===== config.mk =====
export PLATFORM = sky130hd
export DESIGN_NAME = camera_dvp_capture
export DESIGN_NICKNAME = d
export VERILOG_FILES = /design/src/rtl/camera_capture_pkg.sv /design/src/rtl/dvp_byte_pair.sv /design/src/rtl/camera_dvp_capture.sv
export SDC_FILE = /design/constraint.sdc
export NUM_CORES = 1
export LEC_CHECK = 0
export CAP_MARGIN = 20
export CELL_PAD_IN_SITES_DETAIL_PLACEMENT = 1
export CELL_PAD_IN_SITES_GLOBAL_PLACEMENT = 2
export CORE_UTILIZATION = 30
export DETAILED_ROUTE_END_ITERATION = 10
export DONT_BUFFER_PORTS = 1
export HOLD_SLACK_MARGIN = 0.12
export PLACE_DENSITY_LB_ADDON = 0.3
export SLEW_MARGIN = 20
export SYNTH_ARGS = -nofsm -noshare
export SYNTH_HDL_FRONTEND = slang
export SYNTH_SLANG_ARGS = --single-unit

===== constraint.sdc =====
create_clock -name i_clk -period 3.1 [get_ports i_clk]
set_clock_uncertainty 0.1 [all_clocks]
set_input_delay 0.93 -clock i_clk [delete_from_list [all_inputs] [get_ports i_clk]]
set_output_delay 0.93 -clock i_clk [all_outputs]
set_load 0.05 [all_outputs]

===== src/rtl/camera_capture_pkg.sv =====
// Shared types for the DVP camera capture path: FSM states,
// coordinate width and RGB565 pixel layout.
package camera_capture_pkg;

    localparam int COORD_W = 16;

    typedef logic [COORD_W-1:0] coord_t;

    localparam coord_t COORD_MAX = '1;

    typedef enum logic [1:0] {
        ST_SKIP   = 2'd0,
        ST_IDLE   = 2'd1,
        ST_ACTIVE = 2'd2
    } cap_state_e;

    typedef struct packed {
        logic [4:0] r;
        logic [5:0] g;
        logic [4:0] b;
    } rgb565_t;

    function automatic coord_t sat_inc(input coord_t v);
        return (v == COORD_MAX) ? v : v + coord_t'(1);
    endfunction

endpackage


===== src/rtl/dvp_byte_pair.sv =====
// Pairs consecutive DVP bytes (high byte first) into one
// registered 16-bit word; reports line end and odd byte counts.
module dvp_byte_pair
    import camera_capture_pkg::*;
(
    input  logic       clk_i,
    input  logic       rst_i,
    input  logic       en_i,
    input  logic       clear_i,
    input  logic       href_i,
    input  logic       href_prev_i,
    input  logic [7:0] data_i,
    output logic       pair_o,
    output logic       eol_o,
    output logic       odd_o,
    output rgb565_t    word_o,
    output logic       vld_o
);

    logic       phase_q, phase_d;
    logic [7:0] hi_q, hi_d;
    rgb565_t    word_q, word_d;
    logic       vld_q, vld_d;

    assign eol_o  = en_i && href_prev_i && !href_i;
    assign pair_o = en_i && href_i && phase_q;
    assign odd_o  = eol_o && phase_q;
    assign word_o = word_q;
    assign vld_o  = vld_q;

    always_comb begin
        phase_d = phase_q;
        hi_d    = hi_q;
        word_d  = word_q;
        vld_d   = 1'b0;
        if (clear_i || eol_o) begin
            phase_d = 1'b0;
        end else if (en_i && href_i) begin
            phase_d = !phase_q;
            if (phase_q) begin
                word_d = rgb565_t'({hi_q, data_i});
                vld_d  = 1'b1;
            end else begin
                hi_d = data_i;
            end
        end
    end

    always_ff @(posedge clk_i) begin
        if (rst_i) begin
            phase_q <= 1'b0;
            hi_q    <= '0;
            word_q  <= '0;
            vld_q   <= 1'b0;
        end else begin
            phase_q <= phase_d;
            hi_q    <= hi_d;
            word_q  <= word_d;
            vld_q   <= vld_d;
        end
    end

endmodule


===== src/rtl/camera_dvp_capture.sv =====
// DVP byte stream to cropped RGB565 pixel stream, with start-up
// frame skipping and sticky line/frame geometry error flags.
module camera_dvp_capture
    import camera_capture_pkg::*;
#(
    parameter logic [15:0] IMAGE_SIZE_H = 16'd256,
    parameter logic [15:0] IMAGE_SIZE_V = 16'd384,
    parameter logic [7:0]  FRAME_SKIP   = 8'd10,
    parameter logic        VSYNC_POL    = 1'b1
) (
    input  logic        i_clk,
    input  logic        i_rst,
    input  logic        i_cam_vsync,
    input  logic        i_cam_href,
    input  logic [7:0]  i_cam_data,
    output logic        o_rgb565_vde,
    output logic        o_rgb565_vsync,
    output logic [15:0] o_rgb565_data,
    output logic        o_frame_done,
    output logic        o_line_err,
    output logic        o_frame_err
);

    logic       s1_vsync_q, s1_href_q;
    logic [7:0] s1_data_q;
    logic       s2_vsync_q, s2_href_q;
    logic [1:0] fill_q;

    cap_state_e  state_q, state_d;
    logic [7:0]  skip_q, skip_d;
    coord_t      x_q, x_d;
    coord_t      y_q, y_d;
    logic        keep_q, keep_d;
    logic        vde_q, vde_d;
    logic [15:0] data_q, data_d;
    logic        vsync_q, vsync_d;
    logic        done_q, done_d;
    logic        line_err_q, line_err_d;
    logic        frame_err_q, frame_err_d;

    logic    frame_start, frame_end, en;
    logic    pair, eol, odd, pix_vld;
    rgb565_t pix_word;

    // Edges are only trusted once both sync stages hold sensor data.
    assign frame_start = fill_q[1] && (s1_vsync_q != VSYNC_POL)
                                   && (s2_vsync_q == VSYNC_POL);
    assign frame_end   = fill_q[1] && (s1_vsync_q == VSYNC_POL)
                                   && (s2_vsync_q != VSYNC_POL);
    assign en          = (state_q == ST_ACTIVE)
                      && (s1_vsync_q != VSYNC_POL);

    always_ff @(posedge i_clk) begin
        if (i_rst) begin
            s1_vsync_q <= 1'b0;
            s1_href_q  <= 1'b0;
            s1_data_q  <= '0;
            s2_vsync_q <= 1'b0;
            s2_href_q  <= 1'b0;
            fill_q     <= '0;
        end else begin
            s1_vsync_q <= i_cam_vsync;
            s1_href_q  <= i_cam_href;
            s1_data_q  <= i_cam_data;
            s2_vsync_q <= s1_vsync_q;
            s2_href_q  <= s1_href_q;
            fill_q     <= {fill_q[0], 1'b1};
        end
    end

    dvp_byte_pair u_pair (
        .clk_i       (i_clk),
        .rst_i       (i_rst),
        .en_i        (en),
        .clear_i     (frame_start),
        .href_i      (s1_href_q),
        .href_prev_i (s2_href_q),
        .data_i      (s1_data_q),
        .pair_o      (pair),
        .eol_o       (eol),
        .odd_o       (odd),
        .word_o      (pix_word),
        .vld_o       (pix_vld)
    );

    always_comb begin
        state_d     = state_q;
        skip_d      = skip_q;
        x_d         = x_q;
        y_d         = y_q;
        keep_d      = 1'b0;
        vde_d       = 1'b0;
        data_d      = data_q;
        vsync_d     = vsync_q;
        done_d      = 1'b0;
        line_err_d  = line_err_q;
        frame_err_d = frame_err_q;

        if (pix_vld && keep_q) begin
            vde_d  = 1'b1;
            data_d = pix_word;
        end

        if (pair) begin
            keep_d = (x_q < IMAGE_SIZE_H) && (y_q < IMAGE_SIZE_V);
            x_d    = sat_inc(x_q);
        end

        if (eol) begin
            x_d = '0;
            y_d = sat_inc(y_q);
            if (odd || ((y_q < IMAGE_SIZE_V) && (x_q < IMAGE_SIZE_H)))
                line_err_d = 1'b1;
        end

        unique case (state_q)
            ST_SKIP: begin
                if (skip_q == 8'd0) begin
                    state_d = ST_IDLE;
                end else if (frame_end) begin
                    skip_d = skip_q - 8'd1;
                    if (skip_q == 8'd1)
                        state_d = ST_IDLE;
                end
            end
            ST_IDLE: begin
                // Frame ends here are mid-frame entries and are ignored.
                if (frame_start) begin
                    state_d     = ST_ACTIVE;
                    x_d         = '0;
                    y_d         = '0;
                    line_err_d  = 1'b0;
                    frame_err_d = 1'b0;
                    vsync_d     = 1'b1;
                end
            end
            ST_ACTIVE: begin
                if (frame_end) begin
                    state_d = ST_IDLE;
                    vsync_d = 1'b0;
                    done_d  = 1'b1;
                    if (y_q < IMAGE_SIZE_V)
                        frame_err_d = 1'b1;
                end
            end
            default: state_d = ST_SKIP;
        endcase
    end

    always_ff @(posedge i_clk) begin
        if (i_rst) begin
            state_q     <= ST_SKIP;
            skip_q      <= FRAME_SKIP;
            x_q         <= '0;
            y_q         <= '0;
            keep_q      <= 1'b0;
            vde_q       <= 1'b0;
            data_q      <= '0;
            vsync_q     <= 1'b0;
            done_q      <= 1'b0;
            line_err_q  <= 1'b0;
            frame_err_q <= 1'b0;
        end else begin
            state_q     <= state_d;
            skip_q      <= skip_d;
            x_q         <= x_d;
            y_q         <= y_d;
            keep_q      <= keep_d;
            vde_q       <= vde_d;
            data_q      <= data_d;
            vsync_q     <= vsync_d;
            done_q      <= done_d;
            line_err_q  <= line_err_d;
            frame_err_q <= frame_err_d;
        end
    end

    assign o_rgb565_vde   = vde_q;
    assign o_rgb565_vsync = vsync_q;
    assign o_rgb565_data  = data_q;
    assign o_frame_done   = done_q;
    assign o_line_err     = line_err_q;
    assign o_frame_err    = frame_err_q;

endmodule

==> summary.md <==
| Metric | Value |
|---|---|
| Outcome | completed |
| Area leader, netlist | dfxtp_1 |
| Slew headroom | around 50% |
| Warnings, synthesis | 0 |
| HP Class | flip-flop to flip-flop |
| Syn Std Cell Area | 4410 um2 |
| Leakage | between 1.5 and 2 nW |
| Count leader, synth | dfxtp_1 |
| Critical Path AT | about 2.6 ns |
| # port buffers | 0 |
| # IOs | 33 |
| Mapped Nets | 534 |
| Flop and latch count out of synthesis | 104 |
| Footprint of the multi-input gates | about 2200 um2 |
| Max Slew Vio Count | 0 |
| CTS tree | done |
| DR vias | between 3000 and 4000 |
| Vias per inst | between 5 and 6 |
| Post-detailed-route count of antenna-violating nets | 0 |
| Critical path class | flip-flop to flip-flop |
| Max_cap viols | 0 |
| Worst VDD drop | approximately 0.32 mV |
| First-pass GRT wire length | around 18000 um |
| Critical path endpoint category | flip-flop |
| Area delta synth->final | 10.8% |
| Setup TNS Final | 0 ns |
| Worst path cell trace | or3b_1 > or4_4 > or4_1 > a21oi_1 |
| WL final | 10600 um |
| PD cells | between 500 and 600 nW/um2 |
| RePlAce Congestion | between 0.7 and 0.8 |
| Sequential share of the synthesized area | 47.3% |
| Clock Latency Late Sink | roughly 0.34 ns |
| RSZ-0062 raised after global routing | no |
| Yosys cell types | 53 |
| Period minus WS final | between 2 and 2.5 ns |
| Post_cts resized | 0 |
| Number of flops mapped to enable cells by yosys | 0 |
| Slew @ Worst Pin | 0.754 ns |
| Startpoint Class | flip-flop |
| Final Cycle Share | 77.2% |
| Final Hold Vio Count | 0 |
| WHS | between 0.3 and 0.4 ns |
| Routed len/inst | around 15 um |
| Worst-path clk slew | 0.07 ns |
| Largest net degree at the start of global routing | 73 |
| Clock Path Buffers | 2 |
| CTS buffer count | 9 |
| Synth cell count leaders | dfxtp_1 (104), nand2_1 (103), a21oi_1 (54) |
| Register Area | between 2000 and 2500 um2 |
| 1st-iter DRT viols | roughly 100 |
| Number of core rows | 43 |
| Antenna Cells | 0 |
| Initial antenna violation count | 1 |
| Synth async-reset ratio | 0% |
| Fmax | between 400 and 500 MHz |
| Post-CTS setup repair buffer count | 0 |
| Fillers | around 1700 |
| HPWL Detailed | approximately 7400 um |
| Initial core utilization | 31.3% |
| Horiz. Die Dim | between 100 and 150 um |
| Share of layout cells above drive strength 1 | ~6% |
| DR pass1 iterations | 4 |
| Die extent in y | approximately 120 um |
| Root buffer cell | clkbuf_16 |
| Clock sinks | 104 |
| Nets | 528 |
| Post-synth top area share | between 40% and 50% |
| Synth area leaders | dfxtp_1 (47%), nand2_1 (8.8%), a21oi_1 (6.1%) |
| Syn Area/Cell | about 8.5 um2 |
| Tot Pwr | roughly 2.5 mW |
| Core Area | 14100 um2 |
| CTS H-tree lvls | 3 |
| Worst EP required | 3.26 ns |
| GR Util All Layers | between 10% and 20% |
| Largest stage delay, worst path | approximately 0.61 ns |
| Cells after synthesis | a little over 500 |
| Overflow after GRT | 0 |
| Detailed-route DRC error count | 0 |
| Vias in the first global route | between 3000 and 4000 |
| CP max FO | 12 |
| Final setup fails | 0 |
| Worst path slowest cell | or4_4 |
| Hold buffer count at cts | 0 |
| Primary FF master, synth | dfxtp_1 |
| Die area | 15200 um2 |
[cell usage in the layout, fill, tap and decap left out, drive strengths merged, types with 5 or more instances in the layout]
cell type  count
a211oi         8
a21oi         54
a31oi          5
and3           8
buf            8
clkbuf        10
dfxtp        104
ha             5
inv           12
mux2i         18
nand2        103
nand2b        11
nand3         12
nand4         10
nor2          21
nor2b         16
nor3          18
nor4          12
o21ai          8
o31ai          8
or3            7
or4           11
[final timing paths]
kind,from,to,slack [ns],cells after the start
setup / recovery,state_q[0],y_q[5],0.71,4
hold / removal,u_pair.hi_q[7],u_pair.word_o[15],0.35,2
setup reg to reg,state_q[0],y_q[5],0.71,4
hold reg to reg,u_pair.hi_q[7],u_pair.word_o[15],0.35,2
[flip-flops by register name, summed over array words and instances, names as in the netlist]
register and count:
s2_vsync_q 1, s1_href_q 1, keep_q 1, o_line_err 1
fill_q 2, s2_href_q 1, s1_vsync_q 1, o_frame_done 1
o_rgb565_data 16, u_pair.word_o 16, o_rgb565_vsync 1, o_rgb565_vde 1
o_frame_err 1, u_pair.hi_q 8, x_q 16, u_pair.phase_q 1
u_pair.vld_o 1, s1_data_q 8, skip_q 8, state_q 2
y_q 16
[per-stage QoR]
step / std cells / cell area [um2] / setup slack, ns / utilization [%]
floorplan: 517 / 4410 / 0.782 / -
global placement: 680 / 4600 / 0.785 / 32.6
detailed placement: 680 / 4600 / 0.734 / 32.6
CTS: 696 / 4880 / 0.676 / 34.6
global route: 696 / 4880 / 0.570 / 34.6
finish: 696 / 4880 / 0.706 / 34.6
[metal layers]
layer | global-route usage (%) | vias to the layer above | part of all wire [%]
met4 | 5.50 | 2 | 1.4
met5 | 0 | - | 0.12
li1 | - | 1853 | -
met1 | 18.5 | 1788 | 48
met2 | 24.8 | 45 | 46
met3 | 4.38 | 11 | 4.3
[kinds of logic (layout without fill, tap and decap cells)]
kind of cell | count (synthesis) | after routing | share of synthesized area, %
AND/OR/NAND/NOR | 251 | 251 | 29.1
flip-flops | 104 | 104 | 47.3
AO/OA/AOI/OAI | 103 | 103 | 14.3
buffers and inverters | 33 | 32 | 3.07
multiplexers | 20 | 20 | 4.60
adder cells (fa/ha/maj) | 5 | 5 | 1.42
XOR/XNOR | 1 | 1 | 0.199
[where the power goes]
group          internal (mW)  switching [mW]  leakage (nW)  total, mW
Sequential              1.35         0.00775         0.841       1.35
Combinational         0.0142          0.0230         0.575     0.0372
Clock                  0.577           0.515         0.140       1.09
Total                   1.94           0.545          1.56       2.48
[layout make-up]
type / instances / area share, %
timing repair buffer: 8 / 1.23
inverter: 8 / 0.615
multi-input combinational: 380 / 45.0
clock inverter: 6 / 0.974
tap: 180 / 4.61
sequential: 104 / 42.6
clock buffer: 10 / 4.89
[worst max-delay path, delay by kind of cell (launching register included)]
kind | cells | cell delay, ns
AOI/OAI and AO/OA | 1 | 0.17
DFF | 1 | 0.42
and+or+nand+nor | 3 | 1.62
(Power assumes the default switching activity.)
==> variant: new RTL, same settings <==
Re-encode `cap_state_e` (3 states) as one-hot, 3 bits wide.
--- a/src/rtl/camera_capture_pkg.sv
+++ b/src/rtl/camera_capture_pkg.sv
@@ -8,10 +8,10 @@
 
     localparam coord_t COORD_MAX = '1;
 
-    typedef enum logic [1:0] {
-        ST_SKIP   = 2'd0,
-        ST_IDLE   = 2'd1,
-        ST_ACTIVE = 2'd2
+    typedef enum logic [2:0] {
+        ST_SKIP   = 3'b001,
+        ST_IDLE   = 3'b010,
+        ST_ACTIVE = 3'b100
     } cap_state_e;
 
     typedef struct packed {
Function: no difference found for any inputs over 10 cycles, from zero or initial values and one cycle with i_rst high; not proved beyond that.
==> variant against the unedited design <==
  * Sequential cell count grew 1
  * Area after synthesis grew 0.34%
  * Worst setup slack lost 200 ps
  * Global-route usage grew 0.087 points
  * Maximum frequency shrank 7.7%
  * Design area is essentially flat
  * Routed wire length grew 0.99%
Power is not compared: it rests on default switching activity, and its combinational part moved more than twofold at a synthesized area within 25%.
==> variant: results (changes against the unedited design) <==
Status
  – Outcome: complete, no violations

Routing
  – WL/cell: 15.9 um (+4.6%)
  – First-pass iteration count of the detailed router: 4 (unchanged)
  – 1st-iter DRT viols: 167 (+65%)
  – Vias per cell: 5.38 (+1.2%)

Pwr
  – Sw frac: 24.1%
  – Leak Pwr: 1.59 nW
  – Worst VDD drop: 0.282 mV

Logic synthesis
  – Post-synthesis sequential area ratio: 47.6% (+0.29 points)
  – Dominant synthesized flop cell: dfxtp_1
  – Synth warn: 0 (unchanged)
  – Netlist cell types: 50 (-5.7%)
  – Net Count, Synth: 516 (-3.4%)
  – Ys async rst share: 0% (unchanged)
  – Most frequent cells after synthesis: dfxtp_1, nand2_1, a21oi_1
  – Synth top area cells: dfxtp_1, mux2i_1, a21oi_1

Final layout
  – Final-stage net count: 504 (-4.5%)
  – Antenna diodes: 0 (unchanged)
  – Fillers: 1639 (-4.4%)
  – Fraction of layout cells with a size suffix above 1: 5.08% (-0.93 points)

Setup path
  – CP max FO: 12 (unchanged)
  – R2R cell count: 4 (unchanged)
  – R2r setup slk: 500 ps (-200 ps)
  – FF-to-FF End: x_q[15]$_SDFF_PP0_
  – Critical Path AT: 2760 ps (+200 ps)
  – Worst Setup SP: state_q[2]$_SDFFE_PP0P_
  – Crit Path Class: flop to flop

Clocking
  – Post-CTS setup buffer count: 0 (unchanged)
  – CTS Buf Count: 9 (unchanged)
  – Clock Pin Slew Worst Setup and Hold Paths: 80 ps
  – Worst skew pair latency: 360 ps (+20 ps)
  – Root Buffer: clkbuf_16
  – Htree depth: 3 (unchanged)
  – Post-CTS sizing: 0 (unchanged)
  – Max clock buf depth: 2 (unchanged)

GRT
  – Pin count of the biggest net entering global routing: 71 (-2.7%)
  – First-pass GRT wire length: 17.8 mm (-0.50%)
  – Antenna violations before repair: 1 (unchanged)
  – All-Layer GR Usage: 15.1% (+0.087 points)
  – Vias in the first global route: 3578 (-1.4%)

Timing
  – Worst slew pin tran: 935 ps (+181 ps)

Placed design
  – I/O Buffers: 0 (unchanged)
  – Gpl congestion: 0.784 (-1.7%)
  – Detail Placement HPWL: 7.25 mm (-2.4%)

Min path
  – Worst hold path class: flop to flop
## variant: power groups by stage
stage	Sequential [mW]	Clock [mW]	Combinational, mW
after floorplan	1.41	0	0.123
after global placement	1.43	0	0.102
after detailed placement	1.44	0	0.103
after CTS	1.41	1.26	0.104
after global routing	1.41	1.31	0.115
final	1.41	1.22	0.102
## variant: worst max-delay path, cell delays in order (launching register included)
cell and delay, ps:
dfxtp_1 500, or4b_4 550, or4_4 640, or4_1 570, o211a_1 140
## variant: through the flow
stage	hold WS (ps)	setup slack (ps)	cell area, um2	std cells	utilization (%)
CTS	353	507	4880	672	34.5
finish	347	505	4880	672	34.5
floorplan	314	662	4420	499	-
global route	364	397	4880	672	34.5
global placement	333	621	4570	656	32.3
detailed placement	343	520	4570	656	32.3
## variant: cell families (layout without fill, tap and decap cells)
logic type               after synthesis  count (layout)  synth area share, %
XOR/XNOR                               3               3                0.595
AND/OR/NAND/NOR                      218             218                 26.5
adder cells (fa/ha/maj)                5               5                 1.42
AO/OA/AOI/OAI                        105             105                 14.6
flip-flops                           105             105                 47.6
multiplexers                          25              25                 5.66
buffers and inverters                 38              31                 3.62
## variant: area by class of cell
cell class | instances | share of cell area [%]
clock buffer | 10 | 4.69
clock inverter | 6 | 1.72
inverter | 11 | 0.846
multi-input combinational | 356 | 44.5
sequential | 105 | 43.1
tap | 180 | 4.61
timing repair buffer | 4 | 0.615
## variant: worst min-delay path by stage
stage,from,endpoint,slack (ps),depth (start not counted)
after floorplan,fill_q[0]$_DFF_P_,fill_q[1]$_SDFF_PP0_,310,1
after global placement,fill_q[0]$_DFF_P_,fill_q[1]$_SDFF_PP0_,330,1
after detailed placement,fill_q[0]$_DFF_P_,fill_q[1]$_SDFF_PP0_,340,1
after CTS,fill_q[0]$_DFF_P_,fill_q[1]$_SDFF_PP0_,350,1
after global routing,fill_q[0]$_DFF_P_,fill_q[1]$_SDFF_PP0_,360,1
final,fill_q[0]$_DFF_P_,fill_q[1]$_SDFF_PP0_,350,1
## variant: per-layer routing
| metal | global-route usage, % | vias to the layer above | share of wire, % |
|---|---|---|---|
| met2 | 24.0 | 37 | 45 |
| met4 | 4.07 | 2 | 1.1 |
| li1 | - | 1803 | - |
| met5 | 0 | - | 0.075 |
| met3 | 5.58 | 12 | 4.7 |
| met1 | 19.2 | 1759 | 49 |
